==> config.mk <==
export PLATFORM = sky130hd
export DESIGN_NAME = mtr_pwm_drv_flat
export DESIGN_NICKNAME = d
export VERILOG_FILES = /design/src/rtl/mtr_pwm_drv_pkg.sv /design/src/rtl/mtr_pwm_drv_if.sv /design/src/rtl/mtr_pwm_drv_chan.sv /design/src/rtl/mtr_pwm_drv.sv /design/src/flat_wrapper.sv
export SDC_FILE = /design/constraint.sdc
export NUM_CORES = 1
export LEC_CHECK = 0
export ABC_AREA = 1
export BUFFER_PORTS_ARGS = -buffer_cell sky130_fd_sc_hd__buf_2
export CORE_UTILIZATION = 30
export CTS_BUF_LIST = sky130_fd_sc_hd__clkbuf_8
export CTS_CLUSTER_DIAMETER = 30
export DETAILED_ROUTE_END_ITERATION = 6
export PLACE_DENSITY = 0.43
export SETUP_SLACK_MARGIN = 0.3
export SLEW_MARGIN = 5
export SYNTH_ARGS = -nofsm -noshare
export SYNTH_HDL_FRONTEND = slang
export SYNTH_SLANG_ARGS = --single-unit
==> constraint.sdc <==
create_clock -name clk -period 2.5 [get_ports clk]
set_clock_uncertainty 0.2 [all_clocks]
set_input_delay 0.375 -clock clk [delete_from_list [all_inputs] [get_ports clk]]
set_output_delay 0.375 -clock clk [all_outputs]
set_load 0.05 [all_outputs]
==> src/rtl/mtr_pwm_drv_pkg.sv <==
`default_nettype none
// ============================================================================
//  Module      : mtr_pkg
//  Description : Shared types and constants for the dual-motor PWM driver.
//                chan_st_t is the per-channel drive state; the C_* constants
//                are the default widths and deadband of the driver.
//  Revision    : 1.0 - initial release
// ============================================================================
package mtr_pkg;

  localparam int C_SPD_W    = 11;                 // signed speed width
  localparam int C_PWM_W    = 10;                 // PWM counter width
  localparam int C_MIN_DUTY = 16;                 // deadband threshold
  localparam int PWM_MAX    = (1 << C_PWM_W) - 1; // last counter value

  typedef enum logic [1:0] {
    STOP = 2'd0,
    FWD  = 2'd1,
    REV  = 2'd2,
    GAP  = 2'd3
  } chan_st_t;

endpackage
`default_nettype wire

==> src/rtl/mtr_pwm_drv_if.sv <==
`default_nettype none
// ============================================================================
//  Module      : mtr_pwm_drv_if
//  Description : Signal bundle between the PID / H-bridge side and the PWM
//                driver.
//                  en        drive enable (low forces coast)
//                  lft_spd   signed left wheel speed
//                  rght_spd  signed right wheel speed
//                  lft_fwd / lft_rev    left H-bridge legs
//                  rght_fwd / rght_rev  right H-bridge legs
//                  prd_strt  one-cycle pulse on the first cycle of a period
//                master : drives en/speeds, observes legs (PID / testbench)
//                slave  : the driver itself
//  Revision    : 1.0 - initial release
// ============================================================================
interface mtr_pwm_drv_if
  import mtr_pkg::*;
#(
  parameter int SPD_W = C_SPD_W
) ();

  logic                    en;
  logic signed [SPD_W-1:0] lft_spd;
  logic signed [SPD_W-1:0] rght_spd;
  logic                    lft_fwd;
  logic                    lft_rev;
  logic                    rght_fwd;
  logic                    rght_rev;
  logic                    prd_strt;

  modport master (
    output en, lft_spd, rght_spd,
    input  lft_fwd, lft_rev, rght_fwd, rght_rev, prd_strt
  );

  modport slave (
    input  en, lft_spd, rght_spd,
    output lft_fwd, lft_rev, rght_fwd, rght_rev, prd_strt
  );

endinterface
`default_nettype wire

==> src/rtl/mtr_pwm_drv_chan.sv <==
`default_nettype none
// ============================================================================
//  Module      : mtr_pwm_chan
//  Description : One motor channel. Converts a signed speed into magnitude
//                and direction (with saturation and deadband), runs the
//                STOP/FWD/REV/GAP drive FSM at period boundaries, holds the
//                duty shadow register and produces the registered PWM legs.
//  Ports       : clk, rst   clock, asynchronous active-high reset
//                en_i       drive enable; low forces STOP on the next edge
//                bnd_i      high while the shared counter is at its maximum
//                cnt_i      shared PWM counter
//                spd_i      signed speed request
//                fwd_o      forward leg
//                rev_o      reverse leg
//  Revision    : 1.0 - initial release
// ============================================================================
module mtr_pwm_chan
  import mtr_pkg::*;
#(
  parameter int SPD_W    = C_SPD_W,
  parameter int PWM_W    = C_PWM_W,
  parameter int MIN_DUTY = C_MIN_DUTY
) (
  input  logic                    clk,
  input  logic                    rst,
  input  logic                    en_i,
  input  logic                    bnd_i,
  input  logic [PWM_W-1:0]        cnt_i,
  input  logic signed [SPD_W-1:0] spd_i,
  output logic                    fwd_o,
  output logic                    rev_o
);

  // Largest magnitude the counter can express; the most negative speed
  // has one more unit of magnitude and is clipped to this.
  localparam logic [SPD_W-1:0] C_SAT = SPD_W'((1 << PWM_W) - 1);

  logic [SPD_W-1:0] w_abs;
  logic [PWM_W-1:0] w_mag;
  logic             w_dead;
  chan_st_t         w_req;
  chan_st_t         state_q, state_d;
  logic [PWM_W-1:0] duty_q, duty_d;
  logic             fwd_q, rev_q;

  always_comb begin
    w_abs  = spd_i[SPD_W-1] ? $unsigned(-spd_i) : $unsigned(spd_i);
    w_mag  = (w_abs > C_SAT) ? {PWM_W{1'b1}} : w_abs[PWM_W-1:0];
    w_dead = (w_mag < PWM_W'(MIN_DUTY));

    w_req = STOP;
    if (!w_dead) begin
      w_req = spd_i[SPD_W-1] ? REV : FWD;
    end
    duty_d = w_dead ? '0 : w_mag;

    // A direct FWD<->REV swap is routed through GAP so both legs coast for
    // one full period before the opposite leg is driven.
    state_d = STOP;
    case (state_q)
      STOP:    state_d = w_req;
      FWD:     state_d = (w_req == REV) ? GAP : w_req;
      REV:     state_d = (w_req == FWD) ? GAP : w_req;
      GAP:     state_d = w_req;
      default: state_d = STOP;
    endcase
  end

  always_ff @(posedge clk or posedge rst) begin
    if (rst) begin
      state_q <= STOP;
      duty_q  <= '0;
      fwd_q   <= 1'b0;
      rev_q   <= 1'b0;
    end else if (!en_i) begin
      state_q <= STOP;
      duty_q  <= '0;
      fwd_q   <= 1'b0;
      rev_q   <= 1'b0;
    end else begin
      if (bnd_i) begin
        state_q <= state_d;
        duty_q  <= duty_d;
      end
      // Compare against the pre-edge count: the pulse shows on cnt 1..duty.
      fwd_q <= (state_q == FWD) && (cnt_i < duty_q);
      rev_q <= (state_q == REV) && (cnt_i < duty_q);
    end
  end

  assign fwd_o = fwd_q;
  assign rev_o = rev_q;

endmodule
`default_nettype wire

==> src/rtl/mtr_pwm_drv.sv <==
`default_nettype none
// ============================================================================
//  Module      : mtr_pwm_drv
//  Description : Dual-motor PWM driver between the PID and the H-bridge pins.
//                Owns the free-running PWM counter, the boundary strobe and
//                the period-start pulse; one mtr_pwm_chan per wheel.
//  Ports       : clk   system clock
//                rst   asynchronous active-high reset
//                bus   mtr_pwm_drv_if.slave (en, speeds, legs, prd_strt)
//  Revision    : 1.0 - initial release
// ============================================================================
module mtr_pwm_drv
  import mtr_pkg::*;
#(
  parameter int SPD_W    = C_SPD_W,
  parameter int PWM_W    = C_PWM_W,
  parameter int MIN_DUTY = C_MIN_DUTY
) (
  input  logic         clk,
  input  logic         rst,
  mtr_pwm_drv_if.slave bus
);

  localparam logic [PWM_W-1:0] C_CNT_MAX = {PWM_W{1'b1}};

  logic [PWM_W-1:0] cnt_q;
  logic             prd_strt_q;
  logic             w_bnd;

  assign w_bnd = (cnt_q == C_CNT_MAX);

  // Counter runs regardless of enable so periods stay aligned.
  always_ff @(posedge clk or posedge rst) begin
    if (rst) begin
      cnt_q      <= '0;
      prd_strt_q <= 1'b0;
    end else begin
      cnt_q      <= cnt_q + PWM_W'(1);
      prd_strt_q <= (cnt_q == '0);
    end
  end

  assign bus.prd_strt = prd_strt_q;

  mtr_pwm_chan #(
    .SPD_W    (SPD_W),
    .PWM_W    (PWM_W),
    .MIN_DUTY (MIN_DUTY)
  ) u_lft (
    .clk   (clk),
    .rst   (rst),
    .en_i  (bus.en),
    .bnd_i (w_bnd),
    .cnt_i (cnt_q),
    .spd_i (bus.lft_spd),
    .fwd_o (bus.lft_fwd),
    .rev_o (bus.lft_rev)
  );

  mtr_pwm_chan #(
    .SPD_W    (SPD_W),
    .PWM_W    (PWM_W),
    .MIN_DUTY (MIN_DUTY)
  ) u_rght (
    .clk   (clk),
    .rst   (rst),
    .en_i  (bus.en),
    .bnd_i (w_bnd),
    .cnt_i (cnt_q),
    .spd_i (bus.rght_spd),
    .fwd_o (bus.rght_fwd),
    .rev_o (bus.rght_rev)
  );

endmodule
`default_nettype wire

==> src/flat_wrapper.sv <==
// flat-port wrapper written by rule: the top's interface ports become plain ports
module mtr_pwm_drv_flat import mtr_pkg::*;
#(
  parameter int SPD_W    = C_SPD_W,
  parameter int PWM_W    = C_PWM_W,
  parameter int MIN_DUTY = C_MIN_DUTY
)
  (clk, rst, bus_en, bus_lft_spd, bus_rght_spd, bus_lft_fwd, bus_lft_rev, bus_rght_fwd, bus_rght_rev, bus_prd_strt);
  mtr_pwm_drv_if #(.SPD_W(SPD_W)) bus_i ();
  input  logic clk;
  input  logic rst;
  input wire logic [$bits(bus_i.en)-1:0] bus_en;
  input wire logic [$bits(bus_i.lft_spd)-1:0] bus_lft_spd;
  input wire logic [$bits(bus_i.rght_spd)-1:0] bus_rght_spd;
  output wire logic [$bits(bus_i.lft_fwd)-1:0] bus_lft_fwd;
  output wire logic [$bits(bus_i.lft_rev)-1:0] bus_lft_rev;
  output wire logic [$bits(bus_i.rght_fwd)-1:0] bus_rght_fwd;
  output wire logic [$bits(bus_i.rght_rev)-1:0] bus_rght_rev;
  output wire logic [$bits(bus_i.prd_strt)-1:0] bus_prd_strt;
  assign bus_i.en = bus_en;
  assign bus_i.lft_spd = bus_lft_spd;
  assign bus_i.rght_spd = bus_rght_spd;
  assign bus_lft_fwd = bus_i.lft_fwd;
  assign bus_lft_rev = bus_i.lft_rev;
  assign bus_rght_fwd = bus_i.rght_fwd;
  assign bus_rght_rev = bus_i.rght_rev;
  assign bus_prd_strt = bus_i.prd_strt;
  mtr_pwm_drv #(.SPD_W(SPD_W), .PWM_W(PWM_W), .MIN_DUTY(MIN_DUTY)) u_core (.clk(clk), .rst(rst), .bus(bus_i));
endmodule
# ---- After elaboration in Yosys (flattened, before gate mapping)
# Cells that the tools add are included.
dict set report word_totals {
  regBits 39
  latchBits 0
  ram_bits 0
  romBits 0
  word_cells 68
  mem_count 0
}
dict set report classes {
  add_sub_neg 3
  n_mul 0
  div 0
  magnitude_cmp 6
  eq_ne 12
  shifts 0
  mux 28
  bitwise 0
  reduce_logical 9
}
# op n
set op_table {}
lappend op_table {{two-way mux 10 bit} 8}
lappend op_table {{two-way mux 2 bit} 12}
lappend op_table {{greater-than comparator 11 x 10 -> 1 bit, second input constant} 2}
lappend op_table {{two-way mux 11 bit} 2}
lappend op_table {{negator 11 bit} 2}
lappend op_table {{< comparator 10 bit} 2}
lappend op_table {{< comparator 10 x 5 -> 1 bit, second input constant} 2}
lappend op_table {{== test 2 bit, second input constant} 6}
lappend op_table {{case mux 2 bit (3 select lines)} 2}
lappend op_table {{adder 10 x 1 -> 10 bit, second input constant} 1}
lappend op_table {{== test 10 bit, second input constant} 1}
lappend op_table {{logical NOT 10 bit} 1}
lappend op_table {{== test 2 x 1 -> 1 bit, second input constant} 4}
lappend op_table {{logical AND 1 bit} 4}
lappend op_table {{logical NOT 2 bit} 2}
lappend op_table {{two-way mux 1 bit} 4}
lappend op_table {{OR reduction 2 bit} 2}
lappend op_table {{inequality test 2 x 1 -> 1 bit, second input constant} 1}

# ---- Depth between registers and ports, before layout
dict set report depth {
  ltp_word 11
  mapped_depth 12
  depth_no_buf 12
}

# ---- Cells and area by module
# Synthesis repeated with hierarchy kept, for this count alone.
dict set report hier_totals {
  cells_unflattened 414
  hier_area_um2 3010.4
}
# module n_inst cells_per_inst area_each_um2
set by_module_without_submodules {}
lappend by_module_without_submodules {mtr_pwm_chan 2 175 1237.4}
lappend by_module_without_submodules {mtr_pwm_drv 1 64 535.5}

# ---- Least setup slack after synthesis
# No wires, ideal clock.
dict set report synth_timing {
  path_kind {register -> register}
  from {register u_core.cnt_q[1]}
  to {register u_core.u_rght.state_q[0]}
  setup_time_ns 0.117
  t_arrival_ns 1.436
  setup_slack_ns 0.747
  path_stages_with_launch 12
  path_buffers 1
  period_less_slack_ns 1.753
  path_cell_list {dfrtp_1 ha_1 nand3_2 nor3_4 nand2_2 nor2_4 nand2_1 nand2_2 inv_2 buf_6 nand2_1 nand2_1}
}
dict set report synth_between {
  elab_chain_cells 2
}
# element line_no
set synth_lines {}
lappend synth_lines {{start: declaration} mtr_pwm_drv.sv:26} ;# logic [PWM_W-1:0] cnt_q;
lappend synth_lines {{start signal: assignment} mtr_pwm_drv.sv:38} ;# cnt_q <= cnt_q + PWM_W'(1);
lappend synth_lines {{== test 10 bit} mtr_pwm_drv.sv:30} ;# assign w_bnd = (cnt_q == C_CNT_MAX);
lappend synth_lines {{inequality test 2 x 1 -> 1 bit (no line)} -}
lappend synth_lines {{end signal: assignment} mtr_pwm_drv_chan.sv:82} ;# state_q <= state_d;
lappend synth_lines {{end: declaration} mtr_pwm_drv_chan.sv:42} ;# chan_st_t state_q, state_d;
# No other way between the ends.
# A chain may end at the register's enable or synchronous reset.

# ---- Worst setup path after layout
dict set report layout_timing {
  from {register u_core.cnt_q[1]}
  to {register u_core.u_lft.duty_q[2]}
}
dict set report layout_between {
  elab_chain_cells 2
}
# element line_no
set layout_lines {}
lappend layout_lines {{== test 10 bit} mtr_pwm_drv.sv:30}
lappend layout_lines {{inequality test 2 x 1 -> 1 bit (no line)} -}
lappend layout_lines {{end signal: assignment} mtr_pwm_drv_chan.sv:83} ;# duty_q <= duty_d;
lappend layout_lines {{end: declaration} mtr_pwm_drv_chan.sv:43} ;# logic [PWM_W-1:0] duty_q, duty_d;
# No other way between the ends.

==> run summary <==
Status: complete, but fails checks
Failing checks: negative hold slack
Global-route wire length before repair: 10.7 mm
Detailed-route wire length: 6.39 mm
Drc violations: 0
Ant. Diodes: 0
Cell Pwr Density: 412 mW/mm²
Min cycle time layout: 2.03 ns
Final count of negative-setup-slack endpoints: 0
Hold-fix buffers at CTS: 0
Initial DRC Count: 61
Largest driver fanout on the critical path: 7
Antenna violations before repair: 0
Synthesis-to-finish area growth: 14.7%
Final standard cell count with taps included and fillers excluded: 530
Type of the worst setup path: reg2reg
Vias: 2,386
Max_slew headroom: 66.7%
Number of iterations in the first detailed-routing pass: 5
Worst hold margin: -0.00152 ns
Pleak: 0.00169 µW
Floorplan row count: 34
Routability-driven placement congestion ratio: 0.758
Total die area: 0.00977 mm²
Arrival time of data at the critical path endpoint: 2.06 ns
Die Width: 98.8 µm
Insertion delay of the later-clocked pin in the worst-skew pair: 0.29 ns
Maximum number of pins on one net before global-route repair: 40
Post-detailed-route count of antenna-violating nets: 0
Transition time at the pin with the least slew margin: 0.500 ns
Required time at the endpoint of the critical path: 2.53 ns
Number of synthesized flops with an enable pin: 0
Top cell type's share of synthesized area: 34.7%
Count of endpoints failing hold in the final timing report: 2
Dpl hpwl: 5.04 mm
Setup repair after global routing missed its margin: false
Yosys reg bits: 39
Primary flip-flop cell chosen by synthesis mapping: dfrtp_1
Mean instance size in the synthesized netlist: 7.31 µm²
Clock transition at the register clock pins on the worst setup and hold paths after CTS: 0.08 ns
Total clock buffers created by CTS: 5
DP Cell Count: 519
Largest cells by area after synthesis: dfrtp_1 (35%), nand2_1 (15%), ha_1 (12%)
Power after layout: 1330 µW
Number of port buffers: 29
Proportion of synthesized chip area in sequential cells: 34.7%
Yosys warnings: 0
Setup crit end kind: flip-flop
Peak ir drop on the vdd network: 0.000274 V
Worst min path class: in2async
Largest buffer count on any clock path: 2
Number of nets in the synthesized netlist: 438
Vertical die dimension: 98.8 µm
Setup TNS Final: 0 ns
Async SR Flop Fraction: 100%
Total number of clock tree sinks: 39
Total global-route track usage: 13.8%
Synth unique cells: 30
Core area: 0.00889 mm²
FMAX: 493 MHz
Startpoint Class: flip-flop
Root buffer selected by CTS: clkbuf_8
Ratio of cells with drive above 1 in the final layout: 14.9%
Max-slew violation total from the final report: 0
Starting density of the core: 31.6%
Dominant cell type by area after synthesis: dfrtp_1
Ports placed on the boundary: 30
Via count of the first global-routing pass: 2,216
Average detailed-routed wire length per instance: 12.1 µm
Number of vias per cell: 4.50
Maximum capacitance violations: 0
Core Util, Final: 36.3%
Sum of overflow across all layers after global routing: 0
Nets@finish: 474
Worst reg2reg setup slack: 0.47 ns
Most common library cells after synthesis: nand2_1 (116), inv_1 (54), dfrtp_1 (39)
TritonCTS clock tree: yes
Post-route clock period utilization: 81.1%
Post-synthesis instance total: 385
Combined area of all synthesized cells: 0.00281 mm²
Count leader, synth: nand2_1
Number of levels the H-tree was split into: 2
==> logic make-up (layout without fill, tap and decap cells) <==
| kind of cell | after synthesis | after routing | share of synthesized area (%) |
|---|---|---|---|
| adders and majority gates | 28 | 28 | 12.5 |
| xor gates and xnor gates | 12 | 12 | 3.74 |
| AOI/OAI and AO/OA | 40 | 40 | 7.83 |
| DFF | 39 | 39 | 34.7 |
| buffers and inverters | 62 | 99 | 9.21 |
| and+or+nand+nor | 204 | 204 | 32.1 |
==> power breakdown <==
part	leakage, µW	switching [µW]	internal, µW
Sequential	0.000529	0	630
Combinational	0.00110	99.2	50.2
Clock	0.0000612	226	323
==> timing repair <==
item                       4_1_cts  5_1_grt
setup buffers                    0        3
pin swaps                        0        1
hold endpoints to repair         0        0
setup endpoints to repair        4       12
resized for setup                3        2
==> path summary, 6_finish.rpt <==
check                                   startpoint                       to  cells after the start
min in group clk                            bus_en      u_core.u_rght.fwd_o                      3
max                                u_core.cnt_q[1]   u_core.u_lft.duty_q[2]                     10
min reg2reg                u_core.u_rght.duty_q[2]  u_core.u_rght.duty_q[2]                      2
min                                            rst       u_core.u_lft.rev_o                      3
max in group asynchronous                      rst          u_core.cnt_q[1]                      3
max reg2reg                        u_core.cnt_q[1]   u_core.u_lft.duty_q[2]                     10
==> through the flow <==
step / setup slack, ns / instance area [µm²]
finish: 0.473 / 3230
global placement: 0.301 / 3070
CTS: 0.365 / 3200
global route: 0.302 / 3230
detailed placement: 0.317 / 3070
floorplan: 0.747 / 2810
==> placed cells by master (no fill, tap or decap), types with 2 or more instances in the layout <==
cell type and n:
nand2_1 116, inv_1 54, dfrtp_1 38, nor2_1 37, nand3_1 29, buf_2 29, ha_1 27, a21oi_1 16
o21ai_0 12, xor2_1 11, clkbuf_8 6, buf_4 6, o21ai_1 5, nand3_2 4, nor2_2 3, nor3_1 3
nand4_1 3, nand3_4 2, a21boi_0 2, o211ai_1 2
==> per-layer routing <==
| layer | vias to the layer above | wire (µm) | track usage [%] |
|---|---|---|---|
| met5 | - | 0 | 0 |
| met4 | 0 | 63 | 3.44 |
| met3 | 4 | 116 | 2.13 |
| met2 | 29 | 2930 | 23.2 |
| met1 | 1067 | 3290 | 18.4 |
| li1 | 1286 | - | - |
==> layout make-up <==
class,count,area [µm²]
fill,955,5670
multi-input combinational,284,1590
sequential,39,977
inverter,56,213
timing repair buffer,35,190
tap,108,135
clock buffer,6,82.6
clock inverter,2,35.0
==> worst max-delay path: stages (launching register included) <==
cell and delay, ns:
dfrtp_2 0.42, ha_2 0.22, nand3_2 0.12, nor3_4 0.17
nand2_2 0.08, nor2_4 0.15, nand3_4 0.15, buf_4 0.19
a21oi_1 0.14, nand2_1 0.07, nand2_1 0.05
==> sequential cells by signal, summed over array words and instances (netlist names) <==
register,flops
u_core.u_rght.fwd_o,1
u_core.u_lft.state_q,2
u_core.bus.prd_strt,1
u_core.u_rght.duty_q,10
u_core.u_lft.fwd_o,1
u_core.u_rght.rev_o,1
u_core.u_lft.rev_o,1
u_core.cnt_q,10
u_core.u_rght.state_q,2
u_core.u_lft.duty_q,10
Power figures use the tool's default switching activity.
